File: src/rtl/seg7_scan_driver.sv
// rtl/seg7_scan_driver.sv - time-multiplexed N-digit 7-segment display driver
// Hex glyph ROM, double-buffered load, leading-zero suppression, dead-time anti-ghosting.
module seg7_scan_driver #(
  parameter int N_DIGITS       = 4,
  parameter int SCAN_DIV       = 50000,
  parameter int DEAD_CYCLES    = 500,
  parameter int SEG_ACTIVE_LOW = 1,
  parameter int AN_ACTIVE_LOW  = 1,
  localparam int IDX_W = (N_DIGITS > 1) ? $clog2(N_DIGITS) : 1
) (
  input  logic                  clk,
  input  logic                  rst_n,
  input  logic                  en,
  input  logic                  load,
  input  logic [4*N_DIGITS-1:0] value,
  input  logic [N_DIGITS-1:0]   dp,
  input  logic [N_DIGITS-1:0]   blank,
  input  logic                  lz_suppress,
  output logic [7:0]            seg,
  output logic [N_DIGITS-1:0]   an,
  output logic [IDX_W-1:0]      digit_idx,
  output logic                  frame_tick
);

  localparam int                  PRE_W    = $clog2(SCAN_DIV);
  localparam logic [PRE_W-1:0]    PRE_LAST = PRE_W'(SCAN_DIV - 1);
  localparam logic [PRE_W-1:0]    PRE_DEAD = PRE_W'(DEAD_CYCLES);
  localparam logic [IDX_W-1:0]    IDX_LAST = IDX_W'(N_DIGITS - 1);
  localparam logic [7:0]          SEG_OFF  = (SEG_ACTIVE_LOW != 0) ? 8'hFF : 8'h00;
  localparam logic [N_DIGITS-1:0] AN_OFF   = (AN_ACTIVE_LOW != 0) ? '1 : '0;

  logic [PRE_W-1:0]      prescaler_q, prescaler_d;
  logic [IDX_W-1:0]      digit_idx_q, digit_idx_d;
  logic [4*N_DIGITS-1:0] pend_value_q, pend_value_d;
  logic [N_DIGITS-1:0]   pend_dp_q, pend_dp_d;
  logic [N_DIGITS-1:0]   pend_blank_q, pend_blank_d;
  logic                  pend_valid_q, pend_valid_d;
  logic [4*N_DIGITS-1:0] disp_value_q, disp_value_d;
  logic [N_DIGITS-1:0]   disp_dp_q, disp_dp_d;
  logic [N_DIGITS-1:0]   disp_blank_q, disp_blank_d;
  logic                  frame_tick_q, frame_tick_d;
  logic [7:0]            seg_q, seg_d;
  logic [N_DIGITS-1:0]   an_q, an_d;

  logic                  slot_end;
  logic                  frame_end;
  logic [N_DIGITS-1:0]   suppressed;
  logic                  lz_run;
  logic [7:0]            glyph;
  logic                  dark;

  function automatic logic [6:0] glyph_of(input logic [3:0] nib);
    logic [6:0] g;
    case (nib)
      4'h0: g = 7'b1111110;
      4'h1: g = 7'b0110000;
      4'h2: g = 7'b1101101;
      4'h3: g = 7'b1111001;
      4'h4: g = 7'b0110011;
      4'h5: g = 7'b1011011;
      4'h6: g = 7'b1011111;
      4'h7: g = 7'b1110000;
      4'h8: g = 7'b1111111;
      4'h9: g = 7'b1111011;
      4'hA: g = 7'b1110111;
      4'hB: g = 7'b0011111;
      4'hC: g = 7'b1001110;
      4'hD: g = 7'b0111101;
      4'hE: g = 7'b1001111;
      default: g = 7'b1000111;
    endcase
    return g;
  endfunction

  assign slot_end  = en && (prescaler_q == PRE_LAST);
  assign frame_end = slot_end && (digit_idx_q == IDX_LAST);

  // Leading zeros: a digit stays dark until a higher digit shows something.
  always_comb begin
    suppressed = '0;
    lz_run     = lz_suppress;
    for (int i = N_DIGITS - 1; i >= 1; i--) begin
      if ((disp_value_q[4*i +: 4] != 4'h0) || disp_dp_q[i]) lz_run = 1'b0;
      suppressed[i] = lz_run;
    end
  end

  always_comb begin
    prescaler_d = prescaler_q;
    digit_idx_d = digit_idx_q;
    if (en) begin
      if (slot_end) begin
        prescaler_d = '0;
        digit_idx_d = (digit_idx_q == IDX_LAST) ? '0 : digit_idx_q + IDX_W'(1);
      end else begin
        prescaler_d = prescaler_q + PRE_W'(1);
      end
    end
  end

  // Transfer reads the old pending contents; a coincident load refills pending for next frame.
  always_comb begin
    pend_value_d = pend_value_q;
    pend_dp_d    = pend_dp_q;
    pend_blank_d = pend_blank_q;
    pend_valid_d = pend_valid_q;
    disp_value_d = disp_value_q;
    disp_dp_d    = disp_dp_q;
    disp_blank_d = disp_blank_q;
    if (frame_end && pend_valid_q) begin
      disp_value_d = pend_value_q;
      disp_dp_d    = pend_dp_q;
      disp_blank_d = pend_blank_q;
      pend_valid_d = 1'b0;
    end
    if (load) begin
      pend_value_d = value;
      pend_dp_d    = dp;
      pend_blank_d = blank;
      pend_valid_d = 1'b1;
    end
  end

  always_comb begin
    glyph        = {glyph_of(disp_value_q[{digit_idx_q, 2'b00} +: 4]), disp_dp_q[digit_idx_q]};
    dark         = disp_blank_q[digit_idx_q] | suppressed[digit_idx_q];
    frame_tick_d = frame_end;
    seg_d        = SEG_OFF;
    an_d         = AN_OFF;
    if (en && (prescaler_q >= PRE_DEAD)) begin
      an_d  = (N_DIGITS'(1) << digit_idx_q) ^ AN_OFF;
      seg_d = (dark ? 8'h00 : glyph) ^ SEG_OFF;
    end
  end

  always_ff @(posedge clk or negedge rst_n) begin
    if (!rst_n) begin
      prescaler_q  <= '0;
      digit_idx_q  <= '0;
      pend_value_q <= '0;
      pend_dp_q    <= '0;
      pend_blank_q <= '0;
      pend_valid_q <= 1'b0;
      disp_value_q <= '0;
      disp_dp_q    <= '0;
      disp_blank_q <= '0;
      frame_tick_q <= 1'b0;
      seg_q        <= SEG_OFF;
      an_q         <= AN_OFF;
    end else begin
      prescaler_q  <= prescaler_d;
      digit_idx_q  <= digit_idx_d;
      pend_value_q <= pend_value_d;
      pend_dp_q    <= pend_dp_d;
      pend_blank_q <= pend_blank_d;
      pend_valid_q <= pend_valid_d;
      disp_value_q <= disp_value_d;
      disp_dp_q    <= disp_dp_d;
      disp_blank_q <= disp_blank_d;
      frame_tick_q <= frame_tick_d;
      seg_q        <= seg_d;
      an_q         <= an_d;
    end
  end

  assign seg        = seg_q;
  assign an         = an_q;
  assign digit_idx  = digit_idx_q;
  assign frame_tick = frame_tick_q;

endmodule

File: config.mk
export PLATFORM = sky130hd
export DESIGN_NAME = seg7_scan_driver
export DESIGN_NICKNAME = d
export VERILOG_FILES = /design/src/rtl/seg7_scan_driver.sv
export SDC_FILE = /design/constraint.sdc
export NUM_CORES = 1
export LEC_CHECK = 0
export CORE_MARGIN = 2
export CORE_UTILIZATION = 35
export CTS_CLUSTER_SIZE = 30
export DETAILED_ROUTE_END_ITERATION = 8
export GPL_ROUTABILITY_DRIVEN = 0
export SYNTH_ARGS = -nofsm -noshare
export SYNTH_HDL_FRONTEND = slang
export SYNTH_SLANG_ARGS = --single-unit
File: constraint.sdc
create_clock -name clk -period 2.45 [get_ports clk]
set_clock_uncertainty 0.05 [all_clocks]
set_input_delay 0.3675 -clock clk [delete_from_list [all_inputs] [get_ports clk]]
set_output_delay 0.3675 -clock clk [all_outputs]
set_load 0.05 [all_outputs]
# [Word level (Yosys, flattened, before mapping)]
# Memories as Yosys holds them, arrays and structs flattened.
# Cells that the tools add are included.
[word_totals] reg_bits=80 rom_bits=112 inputBits=29 output_inout_bits=15 elab_cells=52 mem_count=1
[memory_table] memory="(no name shown)" words=16 word_bits=7 read_ports=1 rd_clocked_by_memory_dff=0 wr=0 line="54" text="case (nib)"
[classes] n_addsub=2 magnitude_cmp=2 n_eq_ne=2 n_shift=2 n_mux=16 bitwise=3 n_reduce_logical=12
[ops] op="adder 16 x 1 -> 16 bit (second input constant)" n=1
[ops] op="equality test 16 bit (second input constant)" n=1
[ops] op="greater-or-equal comparator 16 x 9 -> 1 bit (second input constant)" n=1
[ops] op="2-to-1 mux 16 bit" n=1
[ops] op="2-to-1 mux 8 bit" n=2
[ops] op="variable part select 16 x 5 -> 4 bit" n=1
[ops] op="nonzero test 4 bit" n=3
[ops] op="2-to-1 mux 1 bit" n=8
[ops] op="NOT 8 bit" n=1
[ops] op="binary-select mux 1 bit (select 2 bit)" n=3
[ops] op="logical AND 1 bit" n=4
[ops] op="2-to-1 mux 4 bit" n=1
[ops] op="NOT 4 bit" n=1
[ops] op="<< shifter 1 x 2 -> 4 bit (first input constant)" n=1
[ops] op="logical OR 1 bit" n=3
[ops] op="less-than comparator 2 x 3 -> 1 bit (second input constant)" n=1
[ops] op="adder 2 x 1 -> 2 bit (second input constant)" n=1
[ops] op="equality test 2 bit (second input constant)" n=1
[ops] op="2-to-1 mux 2 bit" n=1
[ops] op="AND reduction 2 bit" n=1
[ops] op="nonzero test 2 bit" n=1
[ops] op="OR 1 bit" n=1

# [Logic depth before layout (Yosys ltp)]
# Gate-level depths: netlist (run 1).
[logic_depth] depth_word=11 depth_mapped=11 ltp_nobuf=8

# [Worst setup path before layout (run 1)]
# No wires, ideal clock.
[synth_path] kind="register to register" startpoint="reg digit_idx_q[0] (netlist: digit_idx[0])" endpoint="reg seg_q[7] (netlist: seg[7])" setup_time_ns=0.079 arrival_time_ns=2.645 t_required_ns=2.321 path_slack_ns=-0.323 path_stages_with_launch=11 n_path_buf=2 synth_period_minus_slack_ns=2.773 cell_sequence="dfrtp_1 buf_2 mux4_2 inv_1 ha_1 clkbuf_1 mux2i_1 nand3_1 o2111a_1 nor2_1 o21ai_0"
[synth_via] elab_chain_len=6 word_cells_on_any_way=10 cone_classes="1 x shift; 6 x mux; 2 x bitwise; 1 x memory"
[synth_lines] element="from (decl)" line="33" text="logic [IDX_W-1:0] digit_idx_q, digit_idx_d;"
[synth_lines] element="from (signal assigned)" line="152" text="digit_idx_q <= digit_idx_d;"
[synth_lines] element="parallel branches: the longest is 3 deep, another holds memory read (16 x 7 bit)"
[synth_lines] element="2-to-1 mux 8 bit (*)" line="132" text="seg_d = (dark ? 8'h00 : glyph) ^ SEG_OFF;"
[synth_lines] element="NOT 8 bit (no source line) (*)"
[synth_lines] element="2-to-1 mux 8 bit (*)" line="130" text="if (en && (prescaler_q >= PRE_DEAD)) begin"
[synth_lines] element="via seg_d[7]" line="42" text="logic [7:0] seg_q, seg_d;"
[synth_lines] element="to (signal assigned)" line="161" text="seg_q <= seg_d;"
[synth_lines] element="to (decl)" line="42"
# Mark *: on every way through the listed nets, which the timed path passes. The select of a mux whose other input is x is not followed.
# A chain may end at the register's enable or synchronous reset.

# [Worst setup path after layout (run 1)]
[layout_path] startpoint="reg digit_idx_q[0] (netlist: digit_idx[0])" endpoint="out digit_idx[0]"
[layout_lines] element="to (decl)" line="21" text="output logic [IDX_W-1:0] digit_idx,"
# No word-level cell between the ends.

==> results of run 1 <==
==> cells by family (layout without fill, tap and decap cells) <==
kind of cell / count (synthesis) / count (layout) / share of synthesized area, %
flip-flops: 80 / 80 / 54.7
AND/OR/NAND/NOR: 75 / 75 / 10.8
multiplexers: 65 / 65 / 21.1
buffers and inverters: 20 / 81 / 2.61
AO/OA/AOI/OAI: 19 / 19 / 3.63
XOR/XNOR: 13 / 13 / 3.09
adder cells (fa/ha/maj): 12 / 12 / 4.07
==> final cells by class <==
class	count	area (um^2)
Fill cell	979	5730
Tap cell	136	170
Multi-Input combinational cell	184	1580
Clock inverter	7	78.8
Clock buffer	9	124
Inverter	9	33.8
Timing Repair Buffer	56	541
Sequential cell	80	2020
==> synthesized netlist by cell type, drive strengths merged (3+ instances only) <==
cell,instances
nor3b,4
dfstp,12
nand2,22
xor2,6
ha,12
buf,6
mux2i,9
o21ai,4
nor3,3
nand3,9
o211ai,6
nor4,3
mux2,51
mux4,5
xnor2,7
nand4,4
and3,4
clkbuf,5
inv,9
dfrtp,68
nor2,17
==> worst max-delay path: stages, from the launching register on <==
cell             delay, ps
dfrtp_2                410
buf_4                  240
clkdlybuf4s50_1        840
==> routing by layer <==
layer | part of all wire [%] | GRT usage [%]
met4 | 1.6 | 4.73
met5 | 0 | 0
met1 | 50 | 18.5
met2 | 45 | 19.7
met3 | 3.4 | 2.43
==> registers in the layout, indices dropped and copies added, names as in the netlist <==
register	count
seg	8
an	4
pend_dp_q	4
digit_idx	2
disp_dp_q	4
pend_blank_q	4
disp_blank_q	4
disp_value_q	16
pend_value_q	16
prescaler_q	16
pend_valid_q	1
frame_tick	1
==> worst paths after layout <==
| path | endpoint | cells after the start | slack [ps] | from |
|---|---|---|---|---|
| setup / recovery | digit_idx[0] | 2 | 190 | digit_idx[0]$_DFFE_PN0P_ |
| hold / removal | pend_valid_q$_DFFE_PN0P_ | 1 | 430 | pend_valid_q$_DFFE_PN0P_ |
| setup reg to reg | disp_blank_q[0]$_DFFE_PN0P_ | 5 | 210 | prescaler_q[10]$_DFFE_PN0P_ |
| hold reg to reg | pend_valid_q$_DFFE_PN0P_ | 1 | 430 | pend_valid_q$_DFFE_PN0P_ |
| max in group asynchronous | seg[0]$_DFF_PN1_ | 3 | 1190 | rst_n |
| min in group asynchronous | pend_value_q[8]$_DFFE_PN0P_ | 2 | 480 | rst_n |
==> report_power, final <==
part / internal (mW) / total, mW / switching [mW]
registers: 1.40 / 1.48 / 0.0761
clock network: 0.479 / 0.984 / 0.505
logic: 0.126 / 0.217 / 0.0908
==> layout by cell type (no fill, tap or decap), types with 2 or more instances in the layout <==
master / n
dfrtp_1: 66
nor4_1: 2
nor3_1: 3
clkbuf_8: 9
nand2_1: 22
mux2i_1: 9
dfrtp_2: 2
nor3b_1: 3
o21ai_0: 4
nand3_1: 9
mux4_2: 5
nor2_1: 17
xor2_1: 6
o211ai_1: 6
clkdlybuf4s50_1: 42
buf_4: 12
clkinvlp_4: 3
inv_1: 9
nand2b_1: 2
inv_6: 2
nor4b_1: 2
dfstp_2: 12
ha_1: 11
nand4_1: 4
xnor2_1: 7
mux2_2: 31
and3_1: 4
mux2_1: 20
==> timing repair <==
action / CTS / global route
hold buffers: 1 / 0
endpoints found under the setup margin: 0 / 1
gates resized for setup: 0 / 1
setup buffers: 0 / 0
hold endpoints to repair: 40 / 0
==> flow_summary.toml, run 1 <==
[cts]
clkTransAtPathRegs_ps = 80
clkLatencyLatePin_ps = 350
cts_tree = "built"
htree_num_levels = 3
cts_sinks = 80
cts_buffer_depth = 2
cts_root_buffer = "clkbuf_8"
cts_made_buffers = 9

[yosys]
syn_nets = 325
seq_area_frac_synth_pct = 54.7
synthFlopType = "dfrtp_1"
async_reset_ff_share_pct = 100
syn_inst = 284
synth-seq-cells = 80
synthDistinctLibCells = 43
syn_area_um2 = 3690
synth_top_area_cell = "dfrtp_1"
synth.area.top_cells = "dfrtp_1, mux2_2, dfstp_2"
yosysWarnings = 0
synth_top_area_share_pct = 46.1
postSynthAreaPerCell_um2 = 13.0
synth_edf_count = 0

[final_layout]
syn_to_final_growth_pct = 23.2
stdcell_area_um2 = 4540
antenna-diode-count = 0
layoutNonFillerInstCount = 481
utilization_pct = 44.2
nets = 381
layout-drive-gt1-share_pct = 24.9

[global_routing]
grt_max_degree = 44
grt.overflow.total = 0
antenna_found_initial = 0
grt_pass1_vias = 2370
track_usage_pct = 13.0
grt_pass1_wl_um = 11600

[die]
die_h_um = 107
die-area_um2 = 11400
core_area_um2 = 10300
die_w_um = 107
start_util_pct = 35.9
pin_count = 44
rows = 37

[detailed_routing]
drt-wirelength-per-cell_um = 13.9
vias_per_cell = 4.77
wl_um = 6700
first_iter_violations = 50
vias = 2296
first_pass_iters = 4
drc_errors = 0
drtAntennaViolNets = 0

[placed_design]
place_ws_ps = 36.0
dpl.hpwl_um = 4890
place_area_um2 = 4330
dp.cells = 464
port_buffers = 43

[worst_setup_path]
startpoint_type = "flop"
critPathArrivalTime_ps = 1840
critPathCaptureType = "output pin"
cp.required_ps = 2030
crit_type = "reg -> out"
crit_fanout = 14

[sta]
grt_setup_unrepaired = "false"
tightest_slew_ps = 809
hold_viol = 0
fin_crit_ps = 2260
setup_ws_ps = 193
max_freq_mhz = 443
slew_viol_final = 0
setup_violations = 0
final.period_utilization_pct = 92.1
slew_headroom_pct = 44.5
hold_ws_ps = 431
setup_tns_ps = 0

[job]
max-cap-violations = 0

[outcome]
status = "completed"

[power_and_ir_drop]
vdd_drop_max_mv = 0.250
p_leak_nw = 2.01
pwr_density_cell_nw_per_um2 = 590
p_total_mw = 2.68

[worst_hold_path]
worstHoldPathType = "reg -> reg"
Note: power is estimated with default switching activity, not from simulation.
==> inputs of run 2 (changes only) <==
CORE_UTILIZATION = 50   (was 35)
GPL_TIMING_DRIVEN = 0   (was not set)
PLACE_DENSITY = 0.76   (was not set)
==> run 2 against run 1 <==
- maximum frequency fell by 3.5%
- register-to-register slack lost 100 ps
- non-clock buffer count grew 5
- via count increased by 3.6%
- cell count decreased by 6.7%
- critical path depth rose by 4
- core utilization increased by 19 points
- routed wire length down 0.88%
- sequential share of layout area increased by 0.074 points
- die area down 29%
- flip-flop and latch count unchanged
- largest cell class unchanged
- critical path type is now reg -> reg
==> flow_summary.toml, run 2 (synthesized netlist as in run 1, its figures left out) <==
[outcome]
status = "completed"

[worst_hold_path]
min_path_cells = 1
worstHoldPathType = "reg -> reg"
worstHoldStart = "pend_valid_q$_DFFE_PN0P_"

[detailed_routing]
vias_per_cell = 5.30
drtAntennaViolNets = 0
wl_um = 6640
drt-wirelength-per-cell_um = 14.8
vias = 2378
first_iter_violations = 112
first_pass_iters = 4
drc_errors = 0

[worst_setup_path]
crit_chain = "or4_4 -> nor4_4 -> and3_1 -> buf_4 -> buf_8 -> mux2_1"
crit_family = "simple AND/OR/NAND/NOR gates"
critPathArrivalTime_ps = 2530
crit_fanout = 10
critPathSlowestCell = "or4_4"
r2r_slack_ps = 110
crit_type = "reg -> reg"
cp_num_cells = 6
r2r_end = "disp_value_q[6]$_DFFE_PN0P_"
r2r-start = "prescaler_q[11]$_DFFE_PN0P_"
startpoint_type = "flop"
max_stage_delay_ps = 560
crit_buf_inv = 2
critPathCaptureType = "flop"
crit_end = "disp_value_q[6]$_DFFE_PN0P_"
cp.required_ps = 2640
crit_start = "prescaler_q[11]$_DFFE_PN0P_"
rr_worst_depth = 6

[final_layout]
register_area_um2 = 2020
syn_to_final_growth_pct = 23.0
multi_input_area_um2 = 1580
nFillCells = 600
top_regs = "disp_value_q (16), pend_value_q (16), prescaler_q (16)"
final_cell_mix = "dfrtp_1, clkdlybuf4s50_1, mux2_2"
mostFrequentLayoutCell = "dfrtp_1"
nets = 386
layout-drive-gt1-share_pct = 24.3
antenna-diode-count = 0
stdcell_area_um2 = 4540

[sta]
final.period_utilization_pct = 95.5
slew_viol_final = 0
hold_viol = 0
tightest_slew_ps = 860
hold_ws_ps = 428
fin_crit_ps = 2340
setup_violations = 0
max_freq_mhz = 427
grt_setup_unrepaired = "false"
setup_tns_ps = 0
slew_headroom_pct = 41.0
setup_ws_ps = 110

[die]
die-area_um2 = 8080
start_util_pct = 51.1
rows = 31
die_h_um = 89.9
die_w_um = 89.9
core_area_um2 = 7210
pin_count = 44

[power_and_ir_drop]
pwr_density_cell_nw_per_um2 = 582
p_leak_nw = 2.03
vdd_drop_max_mv = 0.350
p_total_mw = 2.64

[cts]
cts_made_buffers = 9
cts_sinks = 80
clkTransAtPathRegs_ps = 80
cts_buffer_depth = 2
clkLatencyLatePin_ps = 350
cts_root_buffer = "clkbuf_8"
htree_num_levels = 3
cts_tree = "built"

[placed_design]
dpl.hpwl_um = 4760
place_ws_ps = -346
port_buffers = 42
place_area_um2 = 4260

[global_routing]
grt_max_degree = 53
grt_pass1_vias = 2409
grt.overflow.total = 0
grt_pass1_wl_um = 11500
antenna_found_initial = 0
track_usage_pct = 17.9

[job]
max-cap-violations = 0
-- run 2: final cells by class --
type	count	share of cell area, %
well taps	99	2.73
inverters	9	0.745
multi-input cells	184	34.8
flip-flops and latches	80	44.5
clock inverters	3	0.938
clock buffers	13	3.28
repair buffers	51	11.2
plain buffers	10	1.74
-- run 2: how the worst min path moves through the flow --
stage,end,slack [ps]
after CTS,prescaler_q[10]$_DFFE_PN0P_,420
after global routing,pend_valid_q$_DFFE_PN0P_,460
final,pend_valid_q$_DFFE_PN0P_,430
after floorplan,digit_idx[0]$_DFFE_PN0P_,20
after global placement,pend_valid_q$_DFFE_PN0P_,400
after detailed placement,prescaler_q[9]$_DFFE_PN0P_,270
-- run 2: per-layer routing --
metal  global-route usage, %  up-vias  wire [um]
li1                        -     1125          -
met1                    23.5     1177       2980
met2                    28.3       64       3270
met3                    4.95       12        287
met4                    7.56        0         99
met5                       0        -          0
-- run 2: repair_timing --
| item | CTS | global route |
|---|---|---|
| resized for setup | 0 | 8 |
| endpoints found under the hold margin | 17 | 0 |
| setup buffers | 2 | 5 |
| endpoints found under the setup margin | 6 | 28 |
| pin swaps | 1 | 2 |
| hold buffers | 1 | 0 |
-- run 2: stage by stage --
stage | utilization, % | cells
detailed placement | 59.1 | 426
global route | 62.9 | 449
global placement | 58.8 | 425
finish | 62.9 | 449
floorplan | - | 284
CTS | 62.0 | 444
-- run 2: where the power goes --
part	internal, mW	switching [mW]
clock	0.498	0.455
combinational	0.120	0.0927
sequential	1.40	0.0731
total	2.02	0.620
-- run 2: worst register-to-register path, delay by kind of cell (launching register included) --
family        cells  cell delay, ps
buf+inv           2             320
flops             1             410
mux               1             340
simple gates      3            1120
